## src/rtl/addsub_seq_if.sv

```systemverilog
// rtl/addsub_seq_if.sv - operation/result handshake bundle for addsub_seq
// Purpose: groups the operand input handshake and the result output handshake.
// Ports (signals):
//   in_valid/in_ready        - operation handshake
//   x, y                     - WIDTH-bit operands
//   cin, sub, sat            - carry/borrow-in, subtract select, saturate enable
//   out_valid/out_ready      - result handshake
//   sum, cout, overflow,zero - result and flags
// Modports: master drives operations and consumes results; slave is the adder.
interface addsub_seq_if #(
   parameter int WIDTH = 16
);
   logic             in_valid;
   logic             in_ready;
   logic [WIDTH-1:0] x;
   logic [WIDTH-1:0] y;
   logic             cin;
   logic             sub;
   logic             sat;
   logic             out_valid;
   logic             out_ready;
   logic [WIDTH-1:0] sum;
   logic             cout;
   logic             overflow;
   logic             zero;

   modport master (
      output in_valid, x, y, cin, sub, sat, out_ready,
      input  in_ready, out_valid, sum, cout, overflow, zero
   );

   modport slave (
      input  in_valid, x, y, cin, sub, sat, out_ready,
      output in_ready, out_valid, sum, cout, overflow, zero
   );
endinterface

```

## src/rtl/addsub_seq.sv

```systemverilog
// rtl/addsub_seq.sv - multi-cycle chunked two's-complement adder/subtractor
// Purpose: adds or subtracts two WIDTH-bit operands CHUNK bits per clock over a
//   registered carry chain; reports raw carry, raw signed overflow, zero, and an
//   optionally saturated sum.
// Ports:
//   clk - rising-edge clock
//   rst - asynchronous active-high reset
//   bus - addsub_seq_if.slave: operation input (in_valid/in_ready/x/y/cin/sub/sat)
//         and result output (out_valid/out_ready/sum/cout/overflow/zero)
module addsub_seq #(
   parameter int WIDTH = 16,
   parameter int CHUNK = 4
) (
   input  logic        clk,
   input  logic        rst,
   addsub_seq_if.slave bus
);
   localparam int N  = WIDTH / CHUNK;
   localparam int IW = (N > 1) ? $clog2(N) : 1;

   typedef enum logic [1:0] {
      IDLE = 2'd0,
      RUN  = 2'd1,
      DONE = 2'd2
   } state_t;

   state_t state, state_nxt;

   logic [WIDTH-1:0] a_q;
   logic [WIDTH-1:0] b_q;
   logic [WIDTH-1:0] sum_q;
   logic [IW-1:0]    idx_q;
   logic             carry_q;
   logic             sat_q;
   logic             xmsb_q;
   logic             cout_q;
   logic             ovf_q;
   logic             zero_q;

   logic             accept;
   logic             last;
   logic [CHUNK:0]   chunk_add;
   logic             cin_msb;
   logic             ovf_raw;
   logic [WIDTH-1:0] sum_raw;
   logic [WIDTH-1:0] sum_final;

   assign accept = bus.in_valid && (state == IDLE);
   assign last   = (idx_q == IW'(N - 1));

   // Operands shift right each RUN cycle, so the active chunk is always the
   // low CHUNK bits; no width-dependent mux sits in front of the adder.
   assign chunk_add = {1'b0, a_q[CHUNK-1:0]} + {1'b0, b_q[CHUNK-1:0]}
                    + {{CHUNK{1'b0}}, carry_q};

   // Carry into the MSB recovered from the MSB sum bit (s = a ^ b ^ c_in).
   assign cin_msb = a_q[CHUNK-1] ^ b_q[CHUNK-1] ^ chunk_add[CHUNK-1];
   assign ovf_raw = cin_msb ^ chunk_add[CHUNK];

   // Full result as it will look after the last chunk, then saturated.
   always_comb begin
      sum_raw = sum_q;
      sum_raw[WIDTH-1 -: CHUNK] = chunk_add[CHUNK-1:0];
      sum_final = sum_raw;
      if (sat_q && ovf_raw) begin
         sum_final = xmsb_q ? {1'b1, {(WIDTH-1){1'b0}}}
                            : {1'b0, {(WIDTH-1){1'b1}}};
      end
   end

   always_ff @(posedge clk or posedge rst) begin
      if (rst) begin
         state <= IDLE;
      end else begin
         state <= state_nxt;
      end
   end

   always_comb begin
      state_nxt = state;
      case (state)
         IDLE:    if (bus.in_valid)  state_nxt = RUN;
         RUN:     if (last)          state_nxt = DONE;
         DONE:    if (bus.out_ready) state_nxt = IDLE;
         default:                    state_nxt = IDLE;
      endcase
   end

   always_ff @(posedge clk or posedge rst) begin
      if (rst) begin
         a_q     <= '0;
         b_q     <= '0;
         sum_q   <= '0;
         idx_q   <= '0;
         carry_q <= 1'b0;
         sat_q   <= 1'b0;
         xmsb_q  <= 1'b0;
         cout_q  <= 1'b0;
         ovf_q   <= 1'b0;
         zero_q  <= 1'b0;
      end else if (accept) begin
         // Subtraction is x + ~y + ~borrow.
         a_q     <= bus.x;
         b_q     <= bus.y ^ {WIDTH{bus.sub}};
         carry_q <= bus.cin ^ bus.sub;
         sat_q   <= bus.sat;
         xmsb_q  <= bus.x[WIDTH-1];
         idx_q   <= '0;
      end else if (state == RUN) begin
         a_q     <= a_q >> CHUNK;
         b_q     <= b_q >> CHUNK;
         carry_q <= chunk_add[CHUNK];
         sum_q[idx_q*CHUNK +: CHUNK] <= chunk_add[CHUNK-1:0];
         if (last) begin
            sum_q  <= sum_final;
            cout_q <= chunk_add[CHUNK];
            ovf_q  <= ovf_raw;
            zero_q <= (sum_final == '0);
         end else begin
            idx_q <= idx_q + IW'(1);
         end
      end
   end

   assign bus.in_ready  = (state == IDLE);
   assign bus.out_valid = (state == DONE);
   assign bus.sum       = sum_q;
   assign bus.cout      = cout_q;
   assign bus.overflow  = ovf_q;
   assign bus.zero      = zero_q;
endmodule

```

## src/flat_wrapper.sv

```systemverilog
// flat-port wrapper written by rule: the top's interface ports become plain ports
module addsub_seq_flat 
#(
   parameter int WIDTH = 16,
   parameter int CHUNK = 4
)
  (clk, rst, bus_in_valid, bus_x, bus_y, bus_cin, bus_sub, bus_sat, bus_out_ready, bus_in_ready, bus_out_valid, bus_sum, bus_cout, bus_overflow, bus_zero);
  addsub_seq_if #(.WIDTH(WIDTH)) bus_i ();
  input  logic clk;
  input  logic rst;
  input wire logic [$bits(bus_i.in_valid)-1:0] bus_in_valid;
  input wire logic [$bits(bus_i.x)-1:0] bus_x;
  input wire logic [$bits(bus_i.y)-1:0] bus_y;
  input wire logic [$bits(bus_i.cin)-1:0] bus_cin;
  input wire logic [$bits(bus_i.sub)-1:0] bus_sub;
  input wire logic [$bits(bus_i.sat)-1:0] bus_sat;
  input wire logic [$bits(bus_i.out_ready)-1:0] bus_out_ready;
  output wire logic [$bits(bus_i.in_ready)-1:0] bus_in_ready;
  output wire logic [$bits(bus_i.out_valid)-1:0] bus_out_valid;
  output wire logic [$bits(bus_i.sum)-1:0] bus_sum;
  output wire logic [$bits(bus_i.cout)-1:0] bus_cout;
  output wire logic [$bits(bus_i.overflow)-1:0] bus_overflow;
  output wire logic [$bits(bus_i.zero)-1:0] bus_zero;
  assign bus_i.in_valid = bus_in_valid;
  assign bus_i.x = bus_x;
  assign bus_i.y = bus_y;
  assign bus_i.cin = bus_cin;
  assign bus_i.sub = bus_sub;
  assign bus_i.sat = bus_sat;
  assign bus_i.out_ready = bus_out_ready;
  assign bus_in_ready = bus_i.in_ready;
  assign bus_out_valid = bus_i.out_valid;
  assign bus_sum = bus_i.sum;
  assign bus_cout = bus_i.cout;
  assign bus_overflow = bus_i.overflow;
  assign bus_zero = bus_i.zero;
  addsub_seq #(.WIDTH(WIDTH), .CHUNK(CHUNK)) u_core (.clk(clk), .rst(rst), .bus(bus_i));
endmodule
```

## config.mk

```make
export PLATFORM = sky130hd
export DESIGN_NAME = addsub_seq_flat
export DESIGN_NICKNAME = d
export VERILOG_FILES = /design/src/rtl/addsub_seq_if.sv /design/src/rtl/addsub_seq.sv /design/src/flat_wrapper.sv
export SDC_FILE = /design/constraint.sdc
export NUM_CORES = 1
export LEC_CHECK = 0
export CORE_MARGIN = 3
export CORE_UTILIZATION = 45
export DETAILED_ROUTE_END_ITERATION = 16
export DONT_BUFFER_PORTS = 1
export SYNTH_ARGS = -nofsm -noshare
export SYNTH_HDL_FRONTEND = slang
export SYNTH_SLANG_ARGS = --single-unit
```

## constraint.sdc

```tcl
create_clock -name clk -period 3.3 [get_ports clk]
set_input_delay 0.825 -clock clk [delete_from_list [all_inputs] [get_ports clk]]
set_output_delay 0.825 -clock clk [all_outputs]
set_load 0.02 [all_outputs]
```

# After elaboration in Yosys (flattened, before gate mapping)
# Cells that the tools add are included.
# op_classes
n_eq_ne,7
n_addsub,4
bitwise,6
reduce_logical,9
shift,2
n_mux,17
# ops
cell,count
16-bit two-way mux,7
4-bit negation with 34-bit output,1
"4-bit by 34-bit variable shift with 16-bit output, first input constant",1
4-bit by 34-bit indexed part select with 16-bit output,1
16-bit bitwise mux,1
16-bit logical NOT,1
16-bit bitwise XOR,1
2-bit two-way mux,6
2-bit one-hot mux with 3 select lines,1
3-bit AND reduction,2
4-bit by 4-bit adder with 5-bit output,1
5-bit by 1-bit adder with 5-bit output,1
"2-bit equality test, second input constant",2
"2-bit by 1-bit != test with 1-bit output, second input constant",2
"2-bit != test, second input constant",2
2-bit AND reduction,2
1-bit bitwise XOR,4
"2-bit by 1-bit adder with 2-bit output, second input constant",1
"2-bit by 1-bit equality test with 1-bit output, second input constant",1
1-bit logical AND,2
2-bit logical NOT,1
1-bit two-way mux,2
2-bit nonzero test,1
1-bit NOT,1
# word_totals
out_inout_bits,21
ff_bits,58
input_bits,39

# Longest topological paths before layout
# Gate-level depths: netlist of run 1.
# logic_depth
depth_word,7
ltp_mapped,10
depth_no_buf,9

# Worst setup path after synthesis of run 1
# Ideal clock, no wire load.
# synth_path
kind,register -> register
startpoint,register u_core.carry_q
endpoint,"register u_core.sum_q[8], in the netlist u_core.bus.sum[8]"
setup_ns,0.134
path_buffers,1
slack_ns,1.085
stages_incl_launch_ff,11
arrival_ns,2.081
path_cell_list,dfrtp_1 -> fa_1 -> inv_1 -> fa_1 -> nand2b_1 -> o2bb2ai_2 -> xor2_2 -> nand2_4 -> buf_2 -> a31oi_1 -> o31ai_1
# synth_between
elab_chain_cells,6
word_cells_on_any_way,8
cone_classes,1 x add/sub; 1 x shift; 3 x mux; 2 x bitwise; 1 x reduce/logical
# synth_lines
item,line,text
from (decl),addsub_seq.sv:33,logic carry_q;
from (signal assigned),addsub_seq.sv:105,carry_q <= bus.cin ^ bus.sub;
from (signal assigned),addsub_seq.sv:112,carry_q <= chunk_add[CHUNK];
5-bit by 1-bit adder with 5-bit output *,addsub_seq.sv:54,"+ {{CHUNK{1'b0}}, carry_q};"
1-bit bitwise XOR,addsub_seq.sv:57,assign cin_msb = a_q[CHUNK-1] ^ b_q[CHUNK-1] ^ chunk_add[CHUNK-1];
1-bit bitwise XOR,addsub_seq.sv:58,assign ovf_raw = cin_msb ^ chunk_add[CHUNK];
1-bit logical AND,addsub_seq.sv:65,if (sat_q && ovf_raw) begin
16-bit two-way mux,addsub_seq.sv:65,
16-bit two-way mux *,addsub_seq.sv:114,if (last) begin
"to (signal, indexed assignment)",addsub_seq.sv:113,sum_q[idx_q*CHUNK +: CHUNK] <= chunk_add[CHUNK-1:0];
to (signal assigned),addsub_seq.sv:115,sum_q <= sum_final;
to (decl),addsub_seq.sv:31,logic [WIDTH-1:0] sum_q;
# Every way passes the cells marked *; elsewhere a longest branch is shown, timed or not.
# A chain may end at the register's enable or synchronous reset.

# Worst setup path in the final report of run 1
# layout_path
startpoint,register u_core.carry_q
endpoint,"register u_core.zero_q, in the netlist u_core.bus.zero"
# layout_between
elab_chain_cells,6
# layout_lines
item,line,text
5-bit by 1-bit adder with 5-bit output *,addsub_seq.sv:54,
1-bit bitwise XOR,addsub_seq.sv:57,
1-bit bitwise XOR,addsub_seq.sv:58,
1-bit logical AND,addsub_seq.sv:65,
16-bit two-way mux *,addsub_seq.sv:65,
16-bit logical NOT *,addsub_seq.sv:118,zero_q <= (sum_final == '0);
to (signal assigned),addsub_seq.sv:118,
to (decl),addsub_seq.sv:38,logic zero_q;
# Marks and branches as above.

==> results of run 1 <==
[registers in the layout, indices dropped and copies added, names as in the netlist]
register and cells:
u_core.xmsb_q 1, u_core.bus.overflow 1, u_core.idx_q 2, u_core.b_q 16, u_core.state 2, u_core.sat_q 1, u_core.carry_q 1, u_core.bus.zero 1
u_core.bus.cout 1, u_core.a_q 16, u_core.bus.sum 16
[layout make-up]
| class | count | share of cell area, % |
|---|---|---|
| clock buffers | 12 | 4.98 |
| clock inverters | 4 | 2.19 |
| inverters | 9 | 1.02 |
| multi-input cells | 222 | 44.0 |
| flip-flops and latches | 58 | 43.8 |
| well taps | 77 | 2.91 |
| repair buffers | 5 | 1.13 |
[kinds of logic after synthesis]
logic type | Yosys count | synth area share, %
AOI/OAI and AO/OA | 86 | 21.1
buffers and inverters | 27 | 3.65
and+or+nand+nor | 102 | 15.2
DFF | 58 | 48.1
muxes | 2 | 0.705
adders and majority gates | 10 | 4.64
xor gates and xnor gates | 22 | 6.63
[layer usage]
layer / up-vias / wire [um] / track usage [%]
met5: - / 0 / 0
met2: 76 / 2910 / 27.2
met4: 0 / 154 / 8.93
met3: 13 / 452 / 4.52
li1: 1082 / - / -
met1: 1049 / 3030 / 24.2
[final timing paths]
kind | start | end | slack [ns] | depth (start not counted)
setup / recovery | u_core.carry_q | u_core.bus.zero | 0.86 | 9
hold / removal | rst | u_core.b_q[14] | 0.38 | 1
setup reg to reg | u_core.carry_q | u_core.bus.zero | 0.86 | 9
hold reg to reg | u_core.a_q[7] | u_core.a_q[7] | 0.48 | 2
max in group asynchronous | rst | u_core.bus.sum[13] | 2.31 | 2
min in group clk | u_core.a_q[7] | u_core.a_q[7] | 0.48 | 2
[cell usage in the layout, fill, tap and decap left out, types with 2 or more instances in the layout]
master	synthesis	routed
nand3_1	7	7
o21ai_0	21	21
o21ai_1	2	2
ha_1	8	8
nor2b_1	3	2
nor3_1	4	4
nor2_1	23	23
a31oi_1	4	4
a22o_1	2	2
nand4b_1	2	2
xnor2_1	19	19
dfrtp_1	58	58
bufinv_16	0	2
nand2_1	52	52
buf_4	0	5
a22oi_1	17	17
clkbuf_8	0	12
nand2b_1	4	4
inv_1	9	8
xor2_1	2	2
a21o_1	2	2
a21oi_1	10	10
o31ai_1	6	6
a221o_1	14	14
o2bb2ai_1	3	3
nor4_1	2	2
fa_1	2	2
[critical path: stages, from the launching register on]
cell	delay [ns]
dfrtp_1	0.40
fa_1	0.45
inv_1	0.08
fa_1	0.19
nand2b_1	0.13
o2bb2ai_2	0.21
xor2_2	0.24
nand2_4	0.17
a2111oi_4	0.32
a22o_1	0.17
[power breakdown]
group          total, mW  switching (mW)  internal, mW  leakage, nW
Clock              0.774           0.288         0.486        0.119
Sequential          1.37           0.355          1.01        0.756
Combinational       1.76            1.10         0.660        0.592
Total               3.90            1.74          2.16         1.47
[per-stage QoR]
step	setup WS (ns)	power, mW	cell area, sq um
global placement	0.952	3.12	3080
CTS	0.871	3.92	3320
floorplan	1.05	2.74	3020
global route	0.687	4.20	3320
finish	0.857	3.90	3320
detailed placement	0.890	3.14	3080
==> impl_metrics.json, run 1 <==
{
  "status": "finished, final reports clean",
  "synth-main-ff-cell": "dfrtp_1",
  "yosysUniqueCellTypes": 39,
  "worstMarginPinSlew_ns": 0.776,
  "worstPathRequired_ns": 3.57,
  "die_h_um": 87.9,
  "drive_above_1_share_pct": 10.0,
  "dp_cells": 371,
  "fin_crit_ns": 2.44,
  "track_usage_pct": 18.0,
  "ys_warn_count": 0,
  "cts-root-buf": "clkbuf_8",
  "vias": 2220,
  "irDropWorstVdd_mv": 0.350,
  "synth-seq-cells": 58,
  "final.fill_count": 589,
  "ctsResizeCount": 0,
  "seqCellArea_sq_um": 1450,
  "synthesis.instances": 307,
  "tritoncts": "yes",
  "grt_max_degree": 32,
  "htreeDepth": 3,
  "grt_pass1_wl_mm": 10.8,
  "worstSetupPathType": "flip-flop to flip-flop",
  "gp_congestion": 0.825,
  "first_pass_iters": 4,
  "finalHoldViolCount": 0,
  "p_per_area_nw_per_um2": 1180,
  "critPathArrivalTime_ns": 2.71,
  "initialDrtViolationCount": 122,
  "port_buffers": 0,
  "die_area_sq_um": 7720,
  "netlist_area_sq_um": 3020,
  "dieWidth_um": 87.9,
  "rsz0062_at_grt": "no",
  "wl_per_cell_um": 16.9,
  "clock-sinks": 58,
  "maxCapViolations": 0,
  "path_max_fanout": 16,
  "cts_inserted_buffers": 9,
  "routed_wl_mm": 6.54,
  "coreArea_sq_um": 6420,
  "clkTransAtPathRegs_ns": 0.07,
  "yosysTopAreaCell": "dfrtp_1",
  "via_per_inst": 5.74,
  "area_growth_syn_to_layout_pct": 9.87,
  "hold_class": "input port to async pin",
  "syn_avg_cell_area_sq_um": 9.83,
  "worst_hold_slack_ns": 0.378,
  "period_share_pct": 74.0,
  "diodes": 0,
  "slew-limit-headroom_pct": 48.1,
  "ys_top_cells_by_count": "dfrtp_1, nand2_1, nor2_1",
  "leakagePower_nw": 1.47,
  "ctsHoldBuffers": 0,
  "syn-num-nets": 356,
  "cts_max_path_buffers": 2,
  "async_flop_share_pct": 100,
  "row_count": 29,
  "fmax_mhz": 409,
  "synth_seq_area_share_pct": 48.1,
  "setup.worst_path.end_class": "flip-flop",
  "drc": 0,
  "fin_nets": 354,
  "post_cts_buffers": 0,
  "multi_input_area_sq_um": 1460,
  "yosysMostFrequentCell": "dfrtp_1",
  "post-route-util_pct": 51.6,
  "final_cells": 387,
  "synth.top_cells.by_area": "dfrtp_1, nand2_1, xnor2_1",
  "slew_viol_final": 0,
  "setup_violations": 0,
  "antenna_found_initial": 0,
  "synth_top_area_share_pct": 48.1,
  "critPathLaunchType": "flip-flop",
  "synth_edf_count": 0,
  "tns_ns": 0,
  "place.detailed.hpwl_mm": 4.69,
  "first_global_vias": 2202,
  "antenna_left": 0,
  "num_io_pins": 60,
  "clkLatencyLatePin_ns": 0.34,
  "initial_utilization_pct": 47.0,
  "finClkSkew_ns": 0.0118,
  "overflow": 0
}
(Power assumes the default switching activity.)
==> inputs of run 2 (changes only) <==
Clock period 3.3 ns to 2.5 ns, I/O delays scaled along.
==> run 2 against run 1 <==
  * Fmax rose by 2.2%
  * Worst setup slack worse by 0.75 ns
  * Design area up 1.9%
  * Hold slack lost 0.0089 ns
  * Clock power is 22% higher
  * Routed wire length increased by 1.5%
  * Flip-flop and latch count unchanged
  * Die area did not move
  * Largest cell class unchanged
  * Highest routed layer unchanged
==> impl_metrics.json, run 2 (synthesized netlist as in run 1, its figures left out) <==
{
  "status": "finished, final reports clean",
  "path_common_cell": "fa_1",
  "row_count": 29,
  "path_cells": "fa_1, inv_1, fa_1, nand2b_1, o2bb2ai_4, xnor2_2, nor3_4, buf_4, a22oi_1, o2bb2ai_1",
  "drive_above_1_share_pct": 12.3,
  "p_per_area_nw_per_um2": 1590,
  "dieWidth_um": 87.9,
  "setup_violations": 0,
  "slew_viol_final": 0,
  "routed_wl_mm": 6.64,
  "slowest_stage": "dfrtp_1",
  "maxCapViolations": 0,
  "initial_utilization_pct": 47.0,
  "cts_max_path_buffers": 2,
  "ctsHoldBuffers": 0,
  "cts-root-buf": "clkbuf_8",
  "critPathBufInv": 2,
  "crit_path_max_incr_delay_ns": 0.39,
  "clock-sinks": 58,
  "antenna_found_initial": 0,
  "worstPathRequired_ns": 2.71,
  "port_buffers": 0,
  "clkLatencyLatePin_ns": 0.33,
  "final_cells": 394,
  "finClkSkew_ns": 0.00911,
  "cp_top_family": "adder cells",
  "period_share_pct": 95.6,
  "hold_class": "input port to async pin",
  "overflow": 0,
  "fin_crit_ns": 2.39,
  "total_power_mw": 5.36,
  "worst_hold_slack_ns": 0.369,
  "gp_congestion": 0.773,
  "die_area_sq_um": 7720,
  "grt_pass1_wl_mm": 10.9,
  "coreArea_sq_um": 6420,
  "ff2ff_path_depth": 10,
  "via_per_inst": 5.80,
  "final.fill_count": 599,
  "dp_cells": 373,
  "vias": 2286,
  "area_growth_syn_to_layout_pct": 11.9,
  "r2r_start": "u_core.b_q[0]",
  "leakagePower_nw": 1.49,
  "grt_max_degree": 59,
  "first_pass_iters": 5,
  "wl_per_cell_um": 16.8,
  "fin_nets": 361,
  "place.detailed.hpwl_mm": 4.58,
  "track_usage_pct": 18.2,
  "clkTransAtPathRegs_ns": 0.07,
  "critPathLaunchType": "flip-flop",
  "rrSetupSlack_ns": 0.11,
  "drc": 0,
  "layout_commonest_cell": "dfrtp_1",
  "cts_inserted_buffers": 9,
  "htreeDepth": 3,
  "initialDrtViolationCount": 145,
  "slew-limit-headroom_pct": 47.5,
  "finalHoldViolCount": 0,
  "critPathArrivalTime_ns": 2.60,
  "reg2reg_to": "u_core.bus.sum[7]",
  "num_io_pins": 60,
  "die_h_um": 87.9,
  "irDropWorstVdd_mv": 0.470,
  "path_max_fanout": 9,
  "antenna_left": 0,
  "setup.worst_path.end_class": "flip-flop",
  "final_cell_mix": "dfrtp_1, nand2_1, nor2_1, o21ai_0, xnor2_1",
  "fmax_mhz": 418,
  "diodes": 0,
  "tritoncts": "yes",
  "worstSetupPathType": "flip-flop to flip-flop",
  "worstMarginPinSlew_ns": 0.785,
  "first_global_vias": 2142
}
==> run 2: changes by cell type in the layout (fill, tap and decap cells not counted), sizes merged <==
cell / previous run / this run
buf: 5 / 11
clkinvlp: 1 / 2
nand2: 53 / 54
clkinv: 1 / 3
clkbuf: 12 / 9
==> run 2: how the worst max path moves through the flow <==
stage / startpoint / to / slack, ns / cells past startpoint
3_5_place_dp: u_core.carry_q / u_core.bus.zero / 0.14 / 9
3_3_place_gp: u_core.carry_q / u_core.bus.zero / 0.19 / 9
4_1_cts: u_core.carry_q / u_core.bus.zero / 0.12 / 9
6_report: u_core.b_q[0] / u_core.bus.sum[7] / 0.11 / 10
2_1_floorplan: u_core.carry_q / u_core.bus.sum[8] / 0.28 / 10
5_1_grt: u_core.carry_q / u_core.bus.zero / -0.02 / 9
==> run 2: what timing repair did <==
action | CTS | global route
setup endpoints to repair | 0 | 9
buffers inserted | 0 | 4
gates resized for setup | 0 | 3
==> run 2: metrics by stage <==
stage	TNS, ns	utilization (%)	instance area (sq um)	setup WS, ns
global placement	0	48.2	3090	0.191
CTS	0	51.5	3310	0.119
finish	0	52.6	3380	0.109
global route	-0.0472	52.6	3380	-0.0220
detailed placement	0	48.2	3090	0.137
floorplan	0	-	3020	0.285
==> run 2: per-layer routing <==
metal  track usage (%)  wire length (um)  vias up
met4              7.39               105        0
met3              5.74               425       10
met5                 0                 0        -
met2              25.7              2980       79
met1              26.0              3120     1092
li1                  -                 -     1105
==> run 2: report_power, final <==
part	switching [mW]	total (mW)	internal, mW
combinational	1.56	2.60	1.05
sequential	0.475	1.81	1.33
clock	0.389	0.948	0.559
total	2.42	5.36	2.94
==> run 2: cell type report <==
type / count / area [sq um] / share of cell area [%]
clock buffers: 9 / 124 / 3.67
clock inverters: 7 / 93.8 / 2.78
inverters: 9 / 33.8 / 1.00
multi-input cells: 223 / 1500 / 44.3
flip-flops and latches: 58 / 1450 / 43.0
well taps: 77 / 96.3 / 2.85
repair buffers: 11 / 82.6 / 2.44
==> inputs of run 3 (changes only) <==
Settings changed: PLACE_DENSITY from default to 0.64.
==> run 3 against run 2 <==
  * Hold slack got worse by 0.13 ns
  * Design area is 1.0% higher
  * Sequential share of layout area shrank 0.43 points
==> impl_metrics.json, run 3 (synthesized netlist as in run 1, its figures left out) <==
{
  "grt_pass1_wl_mm": 10.8,
  "slew-limit-headroom_pct": 43.3,
  "final_cell_area_sq_um": 3410,
  "irDropWorstVdd_mv": 0.674,
  "num_io_pins": 60,
  "maxCapViolations": 0,
  "tritoncts": "yes",
  "r2r_start": "u_core.carry_q",
  "p_per_area_nw_per_um2": 1590,
  "slew_viol_final": 0,
  "coreArea_sq_um": 6420,
  "critPathLaunchType": "flip-flop",
  "cp-startpoint": "u_core.carry_q",
  "power.net_switching_mw": 2.40,
  "setup.worst_path.end_class": "flip-flop",
  "status": "finished, final reports clean",
  "initial_utilization_pct": 47.0,
  "grt_max_degree": 35,
  "clkPwrFrac_pct": 18.9,
  "fmax_mhz": 417,
  "layout_commonest_cell": "dfrtp_1",
  "die_h_um": 87.9,
  "p_seq_share_pct": 33.2,
  "dieWidth_um": 87.9,
  "via_per_inst": 5.81,
  "top_layer": "met4",
  "setup_violations": 0,
  "fin_crit_ns": 2.40,
  "p_comb_share_pct": 48.0,
  "dpl_cell_area_sq_um": 3110,
  "worstSetupPathType": "flip-flop to flip-flop",
  "finClkSkew_ns": 0.00842,
  "route.met3.wl_um": 405,
  "tns_ns": 0,
  "track_usage_pct": 18.1,
  "first_global_vias": 2151,
  "fin_nets": 359,
  "drc": 0,
  "final_cell_mix": "dfrtp_1, nand2_1, nor2_1, o21ai_0, xnor2_1",
  "path_max_fanout": 8,
  "total_power_mw": 5.44,
  "worst_hold_slack_ns": 0.235,
  "diodes": 0,
  "overflow": 0,
  "vias": 2276,
  "cts_max_path_buffers": 2,
  "finalHoldViolCount": 0,
  "final_cells": 392,
  "initialDrtViolationCount": 172,
  "first_pass_iters": 4,
  "antenna_found_initial": 0,
  "dp_cells": 373,
  "wl_per_cell_um": 17.1,
  "p_sw_share_pct": 44.1,
  "ff2ff_path_depth": 9,
  "antenna_left": 0,
  "row_count": 29,
  "area_growth_syn_to_layout_pct": 13.1,
  "drive_above_1_share_pct": 11.4,
  "p_int_mw": 3.04,
  "cts_inserted_buffers": 9,
  "leakagePower_nw": 1.51,
  "clock-sinks": 58,
  "clkLatencyLatePin_ns": 0.33,
  "port_buffers": 0,
  "die_area_sq_um": 7720,
  "critPathArrivalTime_ns": 2.66,
  "routed_wl_mm": 6.69,
  "cts-root-buf": "clkbuf_8",
  "hold_class": "input port to async pin",
  "period_share_pct": 95.9,
  "gp_congestion": 0.845,
  "drt-met1-wl_mm": 3.22,
  "worstPathRequired_ns": 2.76,
  "place.detailed.hpwl_mm": 4.55,
  "wl_met2_mm": 2.97,
  "htreeDepth": 3,
  "worstMarginPinSlew_ns": 0.847,
  "clkTransAtPathRegs_ns": 0.07,
  "rsz0062_at_grt": "no"
}
==> run 3: cell count changes in the layout (fill, tap and decap cells not counted), sizes merged <==
cell / previous run / this run
buf: 11 / 9
bufinv: 2 / 3
clkinv: 3 / 1
clkinvlp: 2 / 1
clkbuf: 9 / 11
==> run 3: power groups by stage <==
stage          logic, mW  clock network (mW)  registers (mW)
3_5_place_dp        2.39                   0            1.81
2_1_floorplan       1.92                   0            1.70
4_1_cts             2.40                1.04            1.80
6_report            2.61                1.03            1.80
3_3_place_gp        2.36                   0            1.81
5_1_grt             2.90                1.10            1.86
==> run 3: final cells by class <==
type,instances,area [sq um]
clock inverter,5,103
multi-input combinational,223,1500
sequential,58,1450
timing repair buffer,9,92.6
tap,77,96.3
clock buffer,11,131
inverter,9,33.8
fill,578,3010
==> run 3: final timing paths <==
check	endpoint	slack (ns)
min reg2reg	u_core.a_q[4]	0.48
min	u_core.b_q[12]	0.23
max in group asynchronous	u_core.a_q[3]	1.68
max reg2reg	u_core.bus.zero	0.10
max	u_core.bus.zero	0.10
min in group clk	u_core.a_q[13]	0.41
==> run 3: critical path: stages, from the launching register on <==
cell and delay [ns]:
dfrtp_1 0.40, fa_1 0.45, inv_1 0.08, fa_1 0.20, nand2b_4 0.15, o2bb2ai_4 0.17
xor2_4 0.24, nand2_4 0.14, a2111oi_4 0.32, a22o_1 0.16
==> run 3: per-layer routing <==
metal | global-route usage [%] | vias up
li1 | - | 1097
met1 | 26.7 | 1087
met2 | 25.3 | 82
met3 | 4.52 | 10
met4 | 7.53 | 0
met5 | 0 | -
==> run 3: through the flow <==
stage | setup slack (ns) | util, %
detailed placement | 0.111 | 48.4
finish | 0.103 | 53.1
global placement | 0.187 | 48.4
CTS | 0.0755 | 52.0
floorplan | 0.285 | -
global route | 0.00352 | 53.1
==> run 3: timing repair <==
item | 4_1_cts | 5_1_grt
setup endpoints to repair | 0 | 14
gates resized for setup | 0 | 4
buffers inserted | 0 | 2
hold buffers | 0 | 0
